### src/rtl/multadd_arbiter.sv
// Round-robin arbiter sharing one pipelined multiply-add core between two requesters.
// A tag pipeline steers each core result to its port's FIFO; credits guarantee FIFO space.
module multadd_arbiter #(
  parameter int unsigned DATA_W     = 32,
  parameter int unsigned P_W        = 64,
  parameter int unsigned LATENCY    = 4,
  parameter int unsigned FIFO_DEPTH = 8
) (
  input  logic              CLK,
  input  logic              SCLR,
  input  logic              S0_VALID,
  output logic              S0_READY,
  input  logic [DATA_W-1:0] S0_A,
  input  logic [DATA_W-1:0] S0_B,
  input  logic [DATA_W-1:0] S0_C,
  input  logic              S0_SUB,
  input  logic              S1_VALID,
  output logic              S1_READY,
  input  logic [DATA_W-1:0] S1_A,
  input  logic [DATA_W-1:0] S1_B,
  input  logic [DATA_W-1:0] S1_C,
  input  logic              S1_SUB,
  output logic [DATA_W-1:0] MA_A,
  output logic [DATA_W-1:0] MA_B,
  output logic [DATA_W-1:0] MA_C,
  output logic              MA_SUBTRACT,
  input  logic [P_W-1:0]    MA_P,
  output logic              R0_VALID,
  input  logic              R0_READY,
  output logic [P_W-1:0]    R0_P,
  output logic              R1_VALID,
  input  logic              R1_READY,
  output logic [P_W-1:0]    R1_P,
  output logic              BUSY
);

  localparam int unsigned PTR_W  = $clog2(FIFO_DEPTH);
  localparam int unsigned CNT_W  = PTR_W + 1;
  localparam int unsigned STAGES = LATENCY + 1;

  logic              last_grant;
  logic [1:0]        elig, grant, wr, pop, res_ready;
  logic [CNT_W-1:0]  inflight [2];
  logic [CNT_W-1:0]  count [2];
  logic [CNT_W-1:0]  inflight_nxt [2];
  logic [CNT_W-1:0]  count_nxt [2];
  logic [PTR_W-1:0]  wptr [2];
  logic [PTR_W-1:0]  rptr [2];
  logic [P_W-1:0]    fifo_mem [2][FIFO_DEPTH];
  logic [STAGES-1:0] tag_v, tag_p;
  logic              busy_nxt;

  // Eligibility, round-robin grant and net counter updates
  always_comb begin
    res_ready = {R1_READY, R0_READY};
    elig      = {S1_VALID, S0_VALID};
    busy_nxt  = 1'b0;
    for (int i = 0; i < 2; i++) begin
      if (({1'b0, inflight[i]} + {1'b0, count[i]}) >= (CNT_W+1)'(FIFO_DEPTH))
        elig[i] = 1'b0;
      wr[i]  = tag_v[STAGES-1] && (tag_p[STAGES-1] == 1'(i));
      pop[i] = (count[i] != '0) && res_ready[i];
    end
    grant = elig;
    if (elig == 2'b11)
      grant = last_grant ? 2'b01 : 2'b10;
    if (SCLR)
      grant = 2'b00;
    for (int i = 0; i < 2; i++) begin
      inflight_nxt[i] = inflight[i] + CNT_W'(grant[i]) - CNT_W'(wr[i]);
      count_nxt[i]    = count[i] + CNT_W'(wr[i]) - CNT_W'(pop[i]);
      if ((inflight_nxt[i] != '0) || (count_nxt[i] != '0))
        busy_nxt = 1'b1;
    end
  end

  assign S0_READY = grant[0];
  assign S1_READY = grant[1];
  assign R0_VALID = (count[0] != '0);
  assign R1_VALID = (count[1] != '0);
  assign R0_P     = R0_VALID ? fifo_mem[0][rptr[0]] : '0;
  assign R1_P     = R1_VALID ? fifo_mem[1][rptr[1]] : '0;

  // Operand registers, tag pipeline, counters and pointers
  always_ff @(posedge CLK) begin
    if (SCLR) begin
      last_grant  <= 1'b1;
      MA_A        <= '0;
      MA_B        <= '0;
      MA_C        <= '0;
      MA_SUBTRACT <= 1'b0;
      tag_v       <= '0;
      tag_p       <= '0;
      BUSY        <= 1'b0;
      for (int i = 0; i < 2; i++) begin
        inflight[i] <= '0;
        count[i]    <= '0;
        wptr[i]     <= '0;
        rptr[i]     <= '0;
      end
    end else begin
      if (grant != 2'b00) begin
        last_grant  <= grant[1];
        MA_A        <= grant[1] ? S1_A : S0_A;
        MA_B        <= grant[1] ? S1_B : S0_B;
        MA_C        <= grant[1] ? S1_C : S0_C;
        MA_SUBTRACT <= grant[1] ? S1_SUB : S0_SUB;
      end
      tag_v <= {tag_v[STAGES-2:0], (grant != 2'b00)};
      tag_p <= {tag_p[STAGES-2:0], grant[1]};
      BUSY  <= busy_nxt;
      for (int i = 0; i < 2; i++) begin
        inflight[i] <= inflight_nxt[i];
        count[i]    <= count_nxt[i];
        if (wr[i])
          wptr[i] <= wptr[i] + PTR_W'(1);
        if (pop[i])
          rptr[i] <= rptr[i] + PTR_W'(1);
      end
    end
  end

  // Result storage; contents are don't-care until written, so no reset
  always_ff @(posedge CLK) begin
    for (int i = 0; i < 2; i++)
      if (wr[i])
        fifo_mem[i][wptr[i]] <= MA_P;
  end

  // Credits make an unpopped write into a full FIFO impossible
  always_ff @(posedge CLK) begin
    if (!SCLR)
      for (int i = 0; i < 2; i++)
        assert (!(wr[i] && !pop[i] && (count[i] == CNT_W'(FIFO_DEPTH))));
  end

endmodule

### config.mk
export PLATFORM = sky130hd
export DESIGN_NAME = multadd_arbiter
export DESIGN_NICKNAME = d
export VERILOG_FILES = /design/src/rtl/multadd_arbiter.sv
export SDC_FILE = /design/constraint.sdc
export NUM_CORES = 1
export LEC_CHECK = 0
export CAP_MARGIN = 10
export CORE_MARGIN = 5
export CORE_UTILIZATION = 61
export CTS_CLUSTER_DIAMETER = 60
export CTS_CLUSTER_SIZE = 28
export DETAILED_ROUTE_END_ITERATION = 6
export GPL_ROUTABILITY_DRIVEN = 0
export GPL_TIMING_DRIVEN = 0
export PLACE_DENSITY_LB_ADDON = 0.08
export SYNTH_ARGS = -nofsm -noshare
export SYNTH_HDL_FRONTEND = slang
export SYNTH_SLANG_ARGS = --single-unit
export TNS_END_PERCENT = 5
### constraint.sdc
create_clock -name CLK -period 13.9 [get_ports CLK]
set_input_delay 2.085 -clock CLK [delete_from_list [all_inputs] [get_ports CLK]]
set_output_delay 2.085 -clock CLK [all_outputs]
set_load 0.02 [all_outputs]
## Word level (Yosys, flattened, before mapping)

Memory sizes are Yosys's and may differ from the RTL's.
Index checks and enable logic that the tools add are counted.
Widths: inputs -> output; s select.

| word-level totals | value |
|---|---|
| flip-flop bits (word level) | 109 |
| bits in latches | 0 |
| RAM bits | 1052 |
| bits in read-only memories | 0 |
| output and inout port bits | 230 |
| word-level logic and storage cells | 116 |
| memories kept | 5 |

Memory list:

| name | words | width | rd ports | clocked after Yosys merged registers in | write ports | line | RTL |
|---|---|---|---|---|---|---|---|
| fifo_mem | 2 | 512 | 2 | 0 | 1 | 49 | `logic [P_W-1:0] fifo_mem [2][FIFO_DEPTH];` |
| count | 2 | 4 | 2 | 0 | 2 | 44 | `logic [CNT_W-1:0] count [2];` |
| inflight | 2 | 4 | 2 | 0 | 2 | 43 | `logic [CNT_W-1:0] inflight [2];` |
| rptr | 2 | 3 | 2 | 0 | 2 | 48 | `logic [PTR_W-1:0] rptr [2];` |
| wptr | 2 | 3 | 2 | 0 | 2 | 47 | `logic [PTR_W-1:0] wptr [2];` |

| cells by class | value |
|---|---|
| add/subtract/negate cells | 14 |
| multiply operators | 0 |
| divide/modulo/power cells | 0 |
| order comparisons | 8 |
| equality and inequality tests | 1 |
| shift-type cells | 0 |
| multiplexer cells | 51 |
| bitwise logic cells | 13 |
| reduce and logical (&&, ||, !) cells | 16 |

Operators by type and width:

| operator | count |
|---|---|
| $mux 512 | 4 |
| $mux 64 | 8 |
| $reduce_or 512->1 | 1 |
| $bmux 64 s3 | 2 |
| $demux 64 s3 | 2 |
| $mux 32 | 3 |
| $reduce_bool 4->1 | 6 |
| $mux 1 | 21 |
| $add 4x1->4 | 4 |
| $ge 4x4->1 const B | 4 |
| $mux 4 | 4 |
| $not 3->4 | 4 |
| $sub 4x1->4 | 4 |
| $add 3x1->3 const B | 4 |
| $mux 3 | 4 |
| $add 4x4->5 | 2 |
| $ge 5x4->1 const B | 2 |
| $lt 4x1->1 const B | 2 |
| $or 1x1->1 | 8 |
| $logic_and 1x1->1 | 6 |
| $mux 2 | 3 |
| $eq 2x2->1 const B | 1 |
| $logic_or 1x1->1 | 2 |
| $reduce_bool 2->1 | 1 |
| $not 1->1 | 1 |

## Logic depth before layout (Yosys ltp)

| logic depth | value |
|---|---|
| word-level depth | 12 |
| gate-level depth with buffers | 16 |
| depth with buffers taken out | 15 |

## Least setup slack after synthesis

Ideal clock, no wire load.

| timing path | value |
|---|---|
| path type | flip-flop to flip-flop |
| from | register tag_v[4] |
| to | memory fifo_mem[0][448] (netlist name), enable pin |
| setup time | 0.565 ns |
| arrival time | 5.070 ns |
| path slack | 8.265 ns |
| cell stages (with the launch flop) | 4 |
| buffers on the path | 0 |
| period minus slack after synthesis | 5.635 ns |
| cell sequence | dfxtp_1 nor2b_1 nand2b_1 nor3_1 |

| on the way | value |
|---|---|
| longest elaborated chain between the ends | 5 |
| elaborated cells on any way between the ends | 9 |
| classes of those cells | 6 x mux; 3 x reduce/logical |

RTL lines:

| what | line | RTL |
|---|---|---|
| start, declared | 50 | `logic [STAGES-1:0] tag_v, tag_p;` |
| start signal, assigned | 109 | `tag_v <= {tag_v[STAGES-2:0], (grant != 2'b00)};` |
| $logic_and 1x1->1 | 61 | `wr[i] = tag_v[STAGES-1] && (tag_p[STAGES-1] == 1'(i));` |
| $mux 1 | 126 | `if (wr[i])` |
| $mux 512 (not written as such) | 127 | `fifo_mem[i][wptr[i]] <= MA_P;` |
| $reduce_or 512->1 (no source line) | - |  |
| $mux 1 (no source line) or $mux 512 (tied branches) | - |  |
| end, declared | 49 |  |

Several ways; a longest one is shown, not always the timed one.

## Worst setup path after layout

| timing path | value |
|---|---|
| from | input port S0_VALID |
| to | output port S1_READY |

| on the way | value |
|---|---|
| longest elaborated chain between the ends | 4 |

RTL lines:

| what | line | RTL |
|---|---|---|
| start, declared | 11 | `input logic S0_VALID,` |
| $mux 1 | 59 | `if (({1'b0, inflight[i]} + {1'b0, count[i]}) >= (CNT_W+1)'(FIFO_DEPTH))` |
| $eq 2x2->1 | 65 | `if (elig == 2'b11)` |
| $mux 2 | 65 |  |
| $mux 2 | 67 | `if (SCLR)` |
| end, declared | 18 | `output logic S1_READY,` |

Every way passes these cells.

==> impl_metrics.csv <==
group,metric,value,unit
outcome,status,"complete, no violations",
route,first_pass_iters,6,
floorplanning,core,74200,sq um
setup_path,path_max_fanout,10,
setup_path,critPathTopFamily,"buffers and inverters",
yosys,synth_enable_flop_cells,1036,
yosys,ys.flop_type,"edfxtp_1",
clock_network,post_cts.repair.setup_buffers,0,
yosys,ys_seq_area_share,73.9,%
setup_path,crit_top_cell,"clkdlybuf4s50_1",
sta,fin_crit_sh,48.6,%
route,wire_per_inst,30.1,microns
setup_path,crit_chain,"clkdlybuf4s50_1 > nor3b_2 > nand4_1 > mux2i_4 > buf_2 > buf_4 > nor2_1 > clkdlybuf4s50_1",
route,antenna_left,0,
cells_and_area,layout.cells.non_filler,4080,
sta,hold_viol_final,0,
grt,grt_usage,30.4,%
sta,rsz0062_at_grt,"no",
power_and_ir_drop,powerDensity,184,nW/um^2
setup_path,crit_type,"in2out",
placed_design,dp_hpwl,85.0,mm
yosys,synth_area_per_cell,18.8,sq um
sta,finalSetupViolations,0,
setup_path,critPathSlowestCell,"clkdlybuf4s50_1",
setup_path,cp_num_buf_inv,4,
route,routed.top_layer,"met5",
power_and_ir_drop,total_power,10100,uW
grt,grt_pass1_wl,181,mm
floorplanning,die_h,283,microns
sta,period_needed,6.75,ns
clock_network,cts_tree,"yes",
sta,slew_headroom,28.7,%
grt,grt_pass1_vias,26600,
yosys,syn-cell-area,45500,sq um
cells_and_area,layout-drive-gt1-share,16.6,%
floorplanning,boundaryPins,494,
placed_design,dp.cells,3942,
power_and_ir_drop,ir_worst_vdd,0.166,mV
clock_network,h-tree-depth,3,
route,vias_per_cell,6.38,
clock_network,cts.sinks,1161,
clock_network,ctsHoldBuffers,0,
clock_network,clk_pin_slew,0.09,ns
sta,final-max-slew-violation-count,0,
grt,grt_start_max_net_pins,29,
setup_path,endpoint_kind,"output pin",
floorplanning,num_rows,100,
setup_path,startpoint_type,"input pin",
sta,worst_clock_skew,0.0204,ns
floorplanning,die_area,80100,sq um
sta,worst_pin_slew,1.07,ns
yosys,synth_cells,2423,
placed_design,io_buffers,492,
route,met2_length,61.8,mm
placed_design,place_area,52700,sq um
cells_and_area,ff_latch_area,33600,sq um
clock_network,cts_buffers,69,
min_path,hold_path_class,"reg2reg",
setup_path,crit_arrival,4.66,ns
sta,fmax,0.148,GHz
route,route.met3.wl,10.1,mm
setup_path,crit_required,11.81,ns
yosys,synth_fp_nets,2723,
clock_network,clockBufferDepth,3,
route,post-route-drc-count,0,
cells_and_area,n_fill_cell,4307,
grt,grt_overflow_total,0,
route,dr_total_vias,26000,
power_and_ir_drop,leakage,0.0176,uW
floorplanning,initial_utilization,61.3,%
cells_and_area,fin_area,55100,sq um
cells_and_area,area_growth,21.2,%
yosys,async_flop_share,0,%
route,wl,123,mm
cells_and_area,nNetsFinal,3344,
floorplanning,die_w,283,microns
yosys,yosys_warnings,0,
run,drv_cap,0,
clock_network,ctsResizeCount,0,
yosys,ys_types,42,
yosys,ys_ff_latch,1161,
route,wl_met1,45.3,mm
setup_path,slowest_delay,0.57,ns
clock_network,clock_latency,0.62,ns
cells_and_area,multi_input_area,11100,sq um
clock_network,cts-root-buf,"clkbuf_16",
sta,setup_tns,0,ns
route,drtIter0Drc,2974,
grt,antenna_found_initial,19,
==> placed cells by master, fill, tap and decap left out, types with 5 or more instances in the layout <==
master,instances
edfxtp_1,1036
clkdlybuf4s50_1,492
mux4_2,256
nor2_1,252
mux2i_1,128
dfxtp_1,125
nand3_1,98
a311oi_1,97
clkbuf_1,92
o21ai_0,79
clkbuf_16,71
buf_2,53
inv_1,35
ha_1,30
buf_6,28
buf_12,21
o21ai_1,18
diode_2,17
nor2b_1,15
nor2_4,12
nand2b_1,11
buf_1,10
xnor2_1,10
clkinv_8,10
nand2_1,8
a21o_1,7
bufinv_16,7
buf_4,6
fa_1,6
inv_6,6
clkinv_4,6
clkinvlp_4,6
buf_16,6
a21oi_1,5
==> cells in the mapped netlist, types with 8 or more instances <==
cell / instances / area [sq um]
mux4_2: 256 / 5770
mux2i_1: 128 / 1280
dfxtp_1: 125 / 2500
buf_1: 10 / 37.5
xnor2_1: 10 / 87.6
nand2b_1: 11 / 68.8
o21ai_0: 79 / 395
edfxtp_1: 1036 / 31100
nand3_1: 98 / 490
clkbuf_1: 92 / 345
ha_1: 30 / 375
a311oi_1: 97 / 850
nor2b_1: 15 / 93.8
nor2_1: 264 / 991
buf_2: 53 / 265
nand2_1: 8 / 30.0
inv_1: 35 / 131
o21ai_1: 18 / 90.1
==> where the power goes <==
group | leakage [uW] | switching [uW] | total, uW | internal [uW]
clock network | 0.00116 | 1190 | 2310 | 1120
logic | 0.00612 | 2190 | 3810 | 1620
registers | 0.0104 | 86.0 | 4000 | 3920
==> sequential cells by signal, summed over array words and instances, names as in the netlist <==
register     cells
last_grant       1
MA_C            32
tag_v            5
count            8
BUSY             1
tag_p            5
inflight         8
MA_B            32
MA_A            32
rptr             6
wptr             6
fifo_mem      1024
MA_SUBTRACT      1
==> per-stage QoR <==
step	hold WS, ns	utilization (%)	setup WS [ns]
after detailed placement	0.432	71.0	7.18
after CTS	0.454	74.2	7.18
final	0.452	74.3	7.15
after global routing	0.469	74.3	7.04
after floorplan	0.414	-	8.27
after global placement	0.427	69.5	3.45
==> cell families (layout without fill, tap and decap cells) <==
family / after synthesis / after routing / synth area share [%]
other cells: 0 / 17 / 0
compound gates: 212 / 212 / 3.29
flops: 1161 / 1161 / 73.9
mux: 386 / 386 / 15.6
buf+inv: 196 / 867 / 1.83
simple gates: 418 / 418 / 4.01
xor+xnor: 14 / 14 / 0.270
fa+ha+maj: 36 / 36 / 1.09
==> cell type report <==
cell class                 instances  share of cell area, %
clock buffer                      72                   3.23
sequential                      1161                   61.0
tap                              969                   2.20
timing repair buffer             550                   10.6
buffer                           161                   1.27
antenna                           17                 0.0772
inverter                          35                  0.238
clock inverter                    49                   1.18
multi-input combinational       1066                   20.2
==> metal layers <==
layer	track usage [%]	vias up
li1	-	11000
met5	0	-
met1	39.9	13500
met4	12.6	8
met2	50.7	1352
met3	6.21	241
==> path summary, 6_finish.rpt <==
kind,slack [ns],cells after the start,startpoint,endpoint
max,7.15,8,S0_VALID,S1_READY
min,0.45,1,tag_v[3],tag_v[4]
max reg2reg,10.12,14,inflight[0][4],BUSY
min reg2reg,0.45,1,tag_v[3],tag_v[4]
==> worst register-to-register path, cell delays in order, from the launching register on <==
cell and delay (ns):
dfxtp_1 0.35, ha_1 0.23, inv_1 0.08, fa_1 0.39, and3_1 0.21, a211oi_4 0.43, or3_1 0.17, buf_4 0.20
buf_2 0.26, nor2_1 0.12, ha_1 0.32, nor4b_1 0.38, nand4_1 0.16, nor3_1 0.21, a41oi_1 0.14
(Power assumes the default switching activity.)
